--- config.mk ---
export PLATFORM = sky130hd
export DESIGN_NAME = exc_collect
export DESIGN_NICKNAME = d
export VERILOG_FILES = /design/src/rtl/exc_collect_pkg.sv /design/src/rtl/exc_collect_align_chk.sv /design/src/rtl/exc_collect.sv
export SDC_FILE = /design/constraint.sdc
export NUM_CORES = 1
export LEC_CHECK = 0
export BUFFER_PORTS_ARGS = -buffer_cell sky130_fd_sc_hd__buf_2
export CAP_MARGIN = 0
export CORE_ASPECT_RATIO = 0.9
export CORE_MARGIN = 4
export CORE_UTILIZATION = 40
export DETAILED_ROUTE_END_ITERATION = 8
export PLACE_DENSITY = 0.68
export SETUP_SLACK_MARGIN = 0.2
export SYNTH_ARGS = -nofsm -noshare
export SYNTH_HDL_FRONTEND = slang
export SYNTH_HIERARCHICAL = 1
export SYNTH_SLANG_ARGS = --single-unit
--- constraint.sdc ---
create_clock -name clk -period 4.3 [get_ports clk]
set_clock_uncertainty 0.05 [all_clocks]
set_input_delay 0.86 -clock clk [delete_from_list [all_inputs] [get_ports clk]]
set_output_delay 0.86 -clock clk [all_outputs]
set_load 0.02 [all_outputs]
--- src/rtl/exc_collect_pkg.sv ---
// exc_collect_pkg: shared definitions for the exception collection stage.
// Holds exception vector bit positions, memory access size codes, the
// flush/redirect state encoding and the default exception entry address.
package exc_collect_pkg;

  // Exception vector layout: {PC_AdEL, RI, OV, SYSCALL, BREAK, AdEL, AdES}
  localparam int VEC_W       = 7;
  localparam int VEC_PC_ADEL = 6;
  localparam int VEC_RI      = 5;
  localparam int VEC_OV      = 4;
  localparam int VEC_SYSCALL = 3;
  localparam int VEC_BREAK   = 2;
  localparam int VEC_ADEL    = 1;
  localparam int VEC_ADES    = 0;

  // Default redirect target for exceptions and interrupts
  localparam logic [31:0] EXC_ENTRY_DEF = 32'hbfc00380;

  // Memory access size encodings
  typedef enum logic [1:0] {
    SIZE_BYTE = 2'd0,
    SIZE_HALF = 2'd1,
    SIZE_WORD = 2'd2
  } mem_size_e;

  // Flush / redirect sequencing
  typedef enum logic [1:0] {
    ST_NORMAL   = 2'd0,
    ST_FLUSH    = 2'd1,
    ST_REDIRECT = 2'd2
  } exc_state_e;

  // Per-instruction flags carried from ID into EXE
  typedef struct packed {
    logic bd;
    logic pc_adel;
    logic ri;
    logic syscall;
    logic brk;
    logic eret;
  } inst_flags_t;

endpackage

--- src/rtl/exc_collect_align_chk.sv ---
// exc_align_chk: flags a misaligned data access from size and low address bits.
// Latency: purely combinational.
// Backpressure: none; evaluated every cycle.
// Ports:
//   size       in  2  access size (byte / half / word)
//   addr_lo    in  2  low two bits of the effective address
//   misaligned out 1  access crosses its natural alignment
module exc_align_chk
  import exc_collect_pkg::*;
(
  input  logic [1:0] size,
  input  logic [1:0] addr_lo,
  output logic       misaligned
);

  always_comb begin
    misaligned = 1'b0;
    case (size)
      SIZE_HALF: misaligned = addr_lo[0];
      SIZE_WORD: misaligned = (addr_lo != 2'b00);
      default:   misaligned = 1'b0;
    endcase
  end

endmodule

--- src/rtl/exc_collect.sv ---
// exc_collect: collects per-instruction exception flags across ID/EXE and sequences flush + redirect.
// Latency: exception vector combinational from EXE; flush 1 cycle after accept, redirect the cycle after.
// Backpressure: redirect_valid/redirect_pc held until redirect_ack; pipeline transfers ignored meanwhile.
//
// Ports:
//   clk, rst                           clock, synchronous active-high reset
//   fs_to_ds_valid, ds_allowin, fs_pc  IF->ID transfer and fetched PC
//   ds_to_es_valid, es_allowin         ID->EXE transfer
//   ds_bd, ds_ri, ds_syscall,
//   ds_break, ds_eret                  decode results for the ID instruction
//   es_ov, es_mem_re, es_mem_we,
//   es_mem_size, es_mem_addr           EXE overflow and memory access info
//   exe_ready_go, ex_int_handle        EXE completion, CP0 handling request
//   epc_value                          CP0 EPC, ERET return target
//   exc_vec, exc_bd, exc_badvaddr,
//   epc_out, eret_out                  exception report to CP0
//   es_mem_kill                        suppress the EXE memory access
//   exe_refresh                        one-cycle pipeline flush pulse
//   redirect_valid, redirect_pc,
//   redirect_ack                       redirect handshake with IF
// Optional build macro EXC_TRACE_EN adds exc_count (16) and last_vec (7).
module exc_collect
  import exc_collect_pkg::*;
#(
  parameter int              PC_W      = 32,
  parameter logic [PC_W-1:0] EXC_ENTRY = PC_W'(EXC_ENTRY_DEF)
) (
  input  logic             clk,
  input  logic             rst,
  input  logic             fs_to_ds_valid,
  input  logic             ds_allowin,
  input  logic [PC_W-1:0]  fs_pc,
  input  logic             ds_to_es_valid,
  input  logic             es_allowin,
  input  logic             ds_bd,
  input  logic             ds_ri,
  input  logic             ds_syscall,
  input  logic             ds_break,
  input  logic             ds_eret,
  input  logic             es_ov,
  input  logic             es_mem_re,
  input  logic             es_mem_we,
  input  logic [1:0]       es_mem_size,
  input  logic [PC_W-1:0]  es_mem_addr,
  input  logic             exe_ready_go,
  input  logic             ex_int_handle,
  input  logic [PC_W-1:0]  epc_value,
  output logic [VEC_W-1:0] exc_vec,
  output logic             exc_bd,
  output logic [PC_W-1:0]  exc_badvaddr,
  output logic [PC_W-1:0]  epc_out,
  output logic             eret_out,
  output logic             es_mem_kill,
  output logic             exe_refresh,
  output logic             redirect_valid,
  output logic [PC_W-1:0]  redirect_pc,
  input  logic             redirect_ack
`ifdef EXC_TRACE_EN
  ,
  output logic [15:0]      exc_count,
  output logic [VEC_W-1:0] last_vec
`endif
);

  exc_state_e  state;

  // ID shadow
  logic            ds_valid;
  logic [PC_W-1:0] ds_pc;
  logic            ds_pc_adel;
  inst_flags_t     ds_flags;

  // EXE shadow
  logic            es_valid;
  logic [PC_W-1:0] es_pc;
  inst_flags_t     es_flags;

  logic            in_normal;
  logic            es_live;
  logic            fs_fire;
  logic            ds_fire;
  logic            misaligned;
  logic            earlier_exc;
  logic [VEC_W-1:0] vec;
  logic            take_flush;

  assign in_normal = (state == ST_NORMAL);
  assign es_live   = es_valid & in_normal;
  // Transfers only count while the pipeline is not being flushed/redirected.
  assign fs_fire   = fs_to_ds_valid & ds_allowin & in_normal;
  assign ds_fire   = ds_to_es_valid & es_allowin & in_normal;

  // Decode results are only meaningful while ID holds a valid instruction.
  always_comb begin
    ds_flags = '0;
    if (ds_valid) begin
      ds_flags.bd      = ds_bd;
      ds_flags.pc_adel = ds_pc_adel;
      ds_flags.ri      = ds_ri;
      ds_flags.syscall = ds_syscall;
      ds_flags.brk     = ds_break;
      ds_flags.eret    = ds_eret;
    end
  end

  always_ff @(posedge clk) begin
    if (rst) begin
      ds_valid   <= 1'b0;
      ds_pc      <= '0;
      ds_pc_adel <= 1'b0;
      es_valid   <= 1'b0;
      es_pc      <= '0;
      es_flags   <= '0;
    end else if (!in_normal) begin
      ds_valid <= 1'b0;
      es_valid <= 1'b0;
    end else begin
      // EXE samples the old ID contents before ID is overwritten.
      if (ds_fire) begin
        es_valid <= 1'b1;
        es_pc    <= ds_pc;
        es_flags <= ds_flags;
      end
      if (fs_fire) begin
        ds_valid   <= 1'b1;
        ds_pc      <= fs_pc;
        ds_pc_adel <= (fs_pc[1:0] != 2'b00);
      end
    end
  end

  exc_align_chk u_align_chk (
    .size       (es_mem_size),
    .addr_lo    (es_mem_addr[1:0]),
    .misaligned (misaligned)
  );

  // A fetch fault hides decode faults; any earlier-stage fault hides EXE faults.
  assign earlier_exc = es_flags.pc_adel | es_flags.ri | es_flags.syscall | es_flags.brk;

  always_comb begin
    vec = '0;
    if (es_live) begin
      vec[VEC_PC_ADEL] = es_flags.pc_adel;
      vec[VEC_RI]      = es_flags.ri      & ~es_flags.pc_adel;
      vec[VEC_SYSCALL] = es_flags.syscall & ~es_flags.pc_adel;
      vec[VEC_BREAK]   = es_flags.brk     & ~es_flags.pc_adel;
      vec[VEC_OV]      = es_ov                   & ~earlier_exc;
      vec[VEC_ADEL]    = es_mem_re & misaligned & ~earlier_exc;
      vec[VEC_ADES]    = es_mem_we & misaligned & ~earlier_exc;
    end
  end

  assign exc_vec      = vec;
  assign es_mem_kill  = |vec;
  assign exc_bd       = es_live & es_flags.bd;
  assign exc_badvaddr = !es_live ? '0 : (es_flags.pc_adel ? es_pc : es_mem_addr);
  assign epc_out      = !es_live ? '0 : (es_flags.bd ? es_pc - PC_W'(4) : es_pc);
  // Any exception on the same instruction overrides ERET.
  assign eret_out     = es_live & es_flags.eret & ~(|vec);

  assign take_flush   = es_live & exe_ready_go & (ex_int_handle | eret_out);

  always_ff @(posedge clk) begin
    if (rst) begin
      state          <= ST_NORMAL;
      exe_refresh    <= 1'b0;
      redirect_valid <= 1'b0;
      redirect_pc    <= '0;
`ifdef EXC_TRACE_EN
      exc_count      <= 16'd0;
      last_vec       <= '0;
`endif
    end else begin
      case (state)
        ST_NORMAL: begin
          if (take_flush) begin
            state       <= ST_FLUSH;
            exe_refresh <= 1'b1;
            // CP0 handling takes priority over an ERET target.
            redirect_pc <= ex_int_handle ? EXC_ENTRY : epc_value;
`ifdef EXC_TRACE_EN
            if (ex_int_handle) begin
              exc_count <= exc_count + 16'd1;
              last_vec  <= vec;
            end
`endif
          end
        end
        ST_FLUSH: begin
          exe_refresh    <= 1'b0;
          redirect_valid <= 1'b1;
          state          <= ST_REDIRECT;
        end
        ST_REDIRECT: begin
          if (redirect_ack) begin
            redirect_valid <= 1'b0;
            state          <= ST_NORMAL;
          end
        end
        default: begin
          exe_refresh    <= 1'b0;
          redirect_valid <= 1'b0;
          state          <= ST_NORMAL;
        end
      endcase
    end
  end

endmodule

==> metrics.md, run 1 <==
| Metric | Value |
|---|---|
| Status | completed |
| # setup viols final | 0 |
| Final hold viol count | 0 |
| IO Port Bufs | 222 |
| Clock sink total | 109 |
| Top post-synthesis cells by area | dfxtp_1 43%, nand2_1 11%, a21oi_1 8.9% |
| P per Cell Area | 336 nW/µm² |
| Largest net degree at the start of global routing | 45 |
| Seq/Total Area, Yosys | 42.7% |
| Vias in the first global route | 5161 |
| Critical path data arrival time | 2.96 ns |
| Detailed Route WL | 16000 µm |
| Core region area | 12300 µm² |
| Crit path buffers/inverters | 1 |
| Peak supply drop | 0.206 mV |
| CP Max Fanout | 14 |
| Placement Cell Area | 6300 µm² |
| Die Ht | 115 µm |
| CTS buffer count | 9 |
| CTS Hold Buffers Added | 0 |
| Layout area overhead | 29.5% |
| CTS root buf | clkbuf_16 |
| Share of layout cells above drive strength 1 | 31.7% |
| Synthesized net count | 763 |
| Maximum clock path buffer count | 2 |
| Die Wd | 127 µm |
| Starting Density | 41.7% |
| Endpoint type of the worst setup path | output port |
| Cell Area, Synth | 5110 µm² |
| Primary FF master, synth | dfxtp_1 |
| DIE AREA | 14700 µm² |
| First-pass GRT wire length | 25300 µm |
| RSZ-0062 raised after global routing | no |
| Mux cell area share after synthesis | 6.66% |
| Complex-gate fraction of the synthesized area | 18.7% |
| Gpl congestion | 0.904 |
| Slew at the pin with the worst max-slew slack | 0.791 ns |
| Required time of the critical path | 3.39 ns |
| Critical Path Start Type | flip-flop |
| Syn Inst Count | 645 |
| Clk slew on worst S/H paths | 0.07 ns |
| Post-synth EDFFs | 0 |
| DRC viols | 0 |
| DRT antenna net count | 0 |
| Slowest cell on the critical path | nand4b_1 |
| Period Utilization, post-route | 90.1% |
| Synth cell types | 44 |
| Final worst path period need | 3.87 ns |
| Iter 0 DRT Violations | 342 |
| Syn_area_per_cell | 7.93 µm² |
| CTS HTree Levels | 3 |
| Slowest Stage Delay on Critical Path | 0.60 ns |
| Synth Warn # | 6 |
| Inserted Diodes | 0 |
| Main combinational cell family by area after synthesis | simple AND/OR/NAND/NOR gates |
| Largest area contributor in the netlist | dfxtp_1 |
| Post-Synth Adder-Cell Area | 0.734% |
| Cell area after layout | 6620 µm² |
| Post-Synth XOR/XNOR Area | 1.71% |
| Final Max Slew Viols | 0 |
| Critical path cell sequence | nor3b_1 > nand4b_1 > nor4_1 > mux2i_1 > buf_2 |
| Critical path's top delay family | simple AND/OR/NAND/NOR gates |
| Maxcap violations | 0 |
| Post-CTS Setup Bufs | 0 |
| Share of the synthesized area in the top cell type | 42.7% |
| Avg WL per Cell | 16.0 µm |
| Drt first pass iters | 5 |
| DR vias/cell | 5.29 |
| Final HPWL DP | 11900 µm |
| # rows | 38 |
| Synth Register Bits | 109 |
| Simple-gate share of the synthesized area | 24.7% |
| Hold Path Class | flip-flop to flip-flop |
| Rel. slew slack | 46.8% |
| CP Class | flip-flop to output port |
| Resize count post-CTS | 0 |
| Asr flop ratio synth | 0% |
| Total leakage power | 2.90 nW |
| Initial antenna violation count | 2 |
| GRT overflow | 0 |
| Clock latency on the worst-skew pair | 0.35 ns |
| Clock tree from TritonCTS | yes |
| Layout Nets | 953 |
| GRT Total Usage | 21.3% |
| Ports | 223 |
| Fmax | 0.258 GHz |
| Setup Total Neg Slack | 0 ns |
| Routed via count | 5278 |
metrics by stage:
step	hold WS [ns]	utilization [%]	cells	setup slack [ns]	total power, mW
after floorplan	0.382	-	645	0.889	1.24
after global placement	0.387	51.3	984	0.845	1.34
after detailed placement	0.394	51.3	984	0.800	1.35
after CTS	0.399	54.0	998	0.413	2.25
after global routing	0.426	54.0	998	0.214	2.31
final	0.397	54.0	998	0.427	2.22
Yosys cell counts, drive strengths merged (2+ instances only):
library cell and count:
ha 3, and3 9, or4 19, nand2 145, and2 2, buf 10, o221a 12, nand4b 3
dfxtp 109, or3 2, nand4 2, nor4 6, o21ai 6, nor3b 4, o41ai 3, inv 10
nor3 5, a21oi 91, or2 3, o31ai 10, a22o 20, xor2 5, clkbuf 43, mux2i 34
nor4b 2, nor2 58, nand3 12, xnor2 5
routing by layer:
| layer | vias to the layer above | global-route usage [%] | part of all wire [%] |
|---|---|---|---|
| met4 | 4 | 7.01 | 1.6 |
| met1 | 2446 | 26.6 | 44 |
| met2 | 170 | 35.5 | 47 |
| li1 | 2635 | - | - |
| met5 | - | 0 | 0.13 |
| met3 | 23 | 6.08 | 7.4 |
cell type report:
cell class / count / area (µm²)
Clock buffer: 11 / 253
Clock inverter: 3 / 68.8
Fill cell: 1198 / 5650
Inverter: 10 / 37.5
Multi-Input combinational cell: 473 / 2690
Sequential cell: 109 / 2180
Tap cell: 160 / 200
Timing Repair Buffer: 232 / 1190
worst paths after layout:
| check | start | slack, ns | endpoint | depth (start not counted) |
|---|---|---|---|---|
| max | es_flags[5]$_SDFFE_PP0P_ | 0.43 | epc_out[31] | 5 |
| min | ds_pc[20]$_SDFFE_PP0P_ | 0.40 | es_pc[20]$_SDFFE_PP0P_ | 2 |
| min reg2reg | ds_pc[20]$_SDFFE_PP0P_ | 0.40 | es_pc[20]$_SDFFE_PP0P_ | 2 |
| max reg2reg | es_valid$_SDFFE_PP0P_ | 1.68 | redirect_pc[22]$_SDFFE_PP0P_ | 3 |
report_power, final:
group          total [mW]  switching, mW  internal, mW  leakage [nW]
registers            1.06         0.0212          1.04         0.884
clock network       0.897          0.359         0.538         0.158
logic               0.268          0.165         0.103          1.86
worst min-delay path, cell delays in order (launching register included):
cell	delay, ns
dfxtp_1	0.31
nand2_1	0.05
a21oi_1	0.05
cells in the final DEF, fill, tap and decap left out, types with 5 or more instances in the layout:
master,netlist,routed
inv_1,10,10
dfxtp_1,109,108
o21ai_0,5,5
xnor2_1,5,5
o221a_2,12,12
and3_1,9,9
nor4_1,6,6
or4_1,18,18
nor3_1,5,5
nor2_1,58,58
clkbuf_16,0,9
buf_4,0,10
o31ai_1,10,10
buf_2,1,222
xor2_1,5,5
nand2_1,145,145
mux2i_1,34,34
a22o_1,20,20
a21oi_1,91,91
nand3_1,12,12
state kept, by name, indices dropped and copies added, names as in the netlist:
| register | cells |
|---|---|
| es_pc | 32 |
| exe_refresh | 1 |
| redirect_pc | 32 |
| es_flags | 6 |
| ds_pc_adel | 1 |
| ds_valid | 1 |
| es_valid | 1 |
| state | 2 |
| redirect_valid | 1 |
| ds_pc | 32 |
kinds of logic (layout without fill, tap and decap cells):
logic type      count (synthesis)  after routing
fa+ha+maj                       3              3
flops                         109            109
simple gates                  277            277
xor+xnor                       10             10
compound gates                149            149
buf+inv                        63            256
mux                            34             34
Power figures use the tool's default switching activity.
==> run 2: changes to the inputs <==
Settings changed: ABC_CLOCK_PERIOD_IN_PS set to 4300, BUFFER_PORTS_ARGS -buffer_cell sky130_fd_sc_hd__buf_2 to not set, DONT_BUFFER_PORTS set to 1, PLACE_DENSITY 0.68 to 0.53.
==> metrics.md, run 2 (same netlist as run 1, synthesis figures left out) <==
| Metric | Value |
|---|---|
| Initial antenna violation count | 0 (-2) |
| Critical path data arrival time | 3.02 ns (+0.06 ns) |
| Detailed Route WL | 14400 µm (-9.8%) |
| Commonest non-fill, non-tap cell in the layout | nand2_1 |
| Hold Worst Slack | 0.402 ns (+0.00447 ns) |
| Final hold viol count | 0 (unchanged) |
| Hold Path Stages | 2 (unchanged) |
| Crit path setup slack, layout | 0.368 ns (-0.0596 ns) |
| Final worst path period need | 3.93 ns (+0.0596 ns) |
| Layout area overhead | 7.73% |
| CTS root buf | clkbuf_16 |
| DIE AREA | 14700 µm² (unchanged) |
| Setup Total Neg Slack | 0 ns (unchanged) |
| # rows | 38 (unchanged) |
| IO Port Bufs | 0 (-100%) |
| CP Class | flip-flop to output port |
| GRT Total Usage | 19.2% (-2.1 points) |
| DRT antenna net count | 0 (unchanged) |
| Fmax | 0.254 GHz (-1.5%) |
| Non-filler instance count after layout | 779 (-22%) |
| Worst r2r src | es_valid$_SDFFE_PP0P_ |
| Clock latency on the worst-skew pair | 0.34 ns (about the same) |
| Largest net degree at the start of global routing | 77 (+71%) |
| FILL cells | 1258 (+5.0%) |
| Required time of the critical path | 3.39 ns (about the same) |
| FF-to-FF End | redirect_pc[31]$_SDFFE_PP0P_ |
| Status | completed |
| Die Ht | 115 µm (unchanged) |
| Endpoint type of the worst setup path | output port |
| DR vias/cell | 5.61 (+6.0%) |
| WHS Endpoint | es_pc[27]$_SDFFE_PP0P_ |
| Clock sink total | 109 (unchanged) |
| Drt first pass iters | 5 (unchanged) |
| P per Cell Area | 379 nW/µm² (+13%) |
| CTS buffer count | 9 (unchanged) |
| Routed via count | 4368 (-17%) |
| # setup viols final | 0 (unchanged) |
| Iter 0 DRT Violations | 238 (-30%) |
| Placed insts | 763 (-22%) |
| Utilization after layout | 44.9% (-9.1 points) |
| Vias in the first global route | 4124 (-20%) |
| Layout Nets | 732 (-23%) |
| Cell area after layout | 5510 µm² (-17%) |
| Share of layout cells above drive strength 1 | 7.75% (-24 points) |
| CTS HTree Levels | 3 (unchanged) |
| Critical Path Start Type | flip-flop |
| Hold Path Class | flip-flop to flip-flop |
| Maximum clock path buffer count | 2 (unchanged) |
| Rel. slew slack | 43.9% (-2.9 points) |
| DRC viols | 0 (unchanged) |
| Most frequent cells in the layout | 145 x nand2_1, 108 x dfxtp_1, 91 x a21oi_1 |
| Final HPWL DP | 10400 µm (-13%) |
| RSZ-0062 raised after global routing | no |
| Avg WL per Cell | 18.5 µm (+16%) |
| Clk slew on worst S/H paths | 0.08 ns (about the same) |
| Core region area | 12300 µm² (unchanged) |
| Setup slack, reg-to-reg | 2.00 ns (+0.32 ns) |
| Pwr Total | 2.09 mW (-6.0%) |
| Final Max Slew Viols | 0 (unchanged) |
| Period Utilization, post-route | 91.5% (+1.4 points) |
| Starting Density | 41.7% (unchanged) |
| Hold path start | ds_pc[27]$_SDFFE_PP0P_ |
| CTS Hold Buffers Added | 0 (unchanged) |
| Placement Cell Area | 5200 µm² (-17%) |
| Worst Reg2Reg Path Length in Cells | 3 (unchanged) |
| Slew at the pin with the worst max-slew slack | 0.834 ns (+0.0428 ns) |
| Clock tree from TritonCTS | yes |
| Largest registers | ds_pc (32), es_pc (32), redirect_pc (32) |
| Peak supply drop | 0.188 mV (-8.8%) |
| Maxcap violations | 0 (unchanged) |
| First-pass GRT wire length | 22400 µm (-11%) |
| Resize count post-CTS | 0 (unchanged) |
| GRT overflow | 0 (unchanged) |
| CP Max Fanout | 13 (-1) |
| Gpl congestion | 0.870 (-3.8%) |
| Total leakage power | 1.86 nW (-36%) |
| Ports | 223 (unchanged) |
| Die Wd | 127 µm (unchanged) |
| Inserted Diodes | 0 (unchanged) |
| Post-CTS Setup Bufs | 0 (unchanged) |
| Setup WS pre-CTS | 0.739 ns (-0.0616 ns) |
==> run 2: how the worst max path moves through the flow <==
| stage | end | slack (ns) | start |
|---|---|---|---|
| 6_report | epc_out[27] | 0.37 | es_pc[12]$_SDFFE_PP0P_ |
| 5_1_grt | epc_out[31] | 0.23 | es_pc[12]$_SDFFE_PP0P_ |
| 4_1_cts | epc_out[31] | 0.36 | es_pc[12]$_SDFFE_PP0P_ |
| 3_5_place_dp | epc_out[31] | 0.74 | es_pc[12]$_SDFFE_PP0P_ |
| 3_3_place_gp | epc_out[31] | 0.78 | es_pc[12]$_SDFFE_PP0P_ |
| 2_1_floorplan | epc_out[30] | 0.89 | es_pc[16]$_SDFFE_PP0P_ |
==> run 2: cell type report <==
| cell class | instances | area (µm²) | area share [%] |
|---|---|---|---|
| clock buffer | 10 | 239 | 4.34 |
| inverter | 10 | 37.5 | 0.682 |
| multi-input combinational | 473 | 2700 | 49.0 |
| tap | 160 | 200 | 3.63 |
| clock inverter | 6 | 68.8 | 1.25 |
| sequential | 109 | 2180 | 39.6 |
| timing repair buffer | 11 | 82.6 | 1.50 |
==> run 2: power by group <==
group	switching, mW	internal (mW)	leakage (nW)
clock network	0.380	0.472	0.149
logic	0.122	0.0524	0.828
registers	0.0274	1.04	0.884
==> run 2: critical path, stage by stage, from the launching register on <==
cell	delay, ns
dfxtp_1	0.39
or4_1	0.75
or4_4	0.56
or4_1	0.54
a21oi_1	0.44
==> run 2: per-layer routing <==
metal / vias to the layer above / GRT usage [%] / share of wire, %
met5: - / 0 / 0
met4: 0 / 7.01 / 1.7
met3: 16 / 6.41 / 9.3
met2: 159 / 31.0 / 47
met1: 1998 / 23.9 / 42
li1: 2195 / - / -
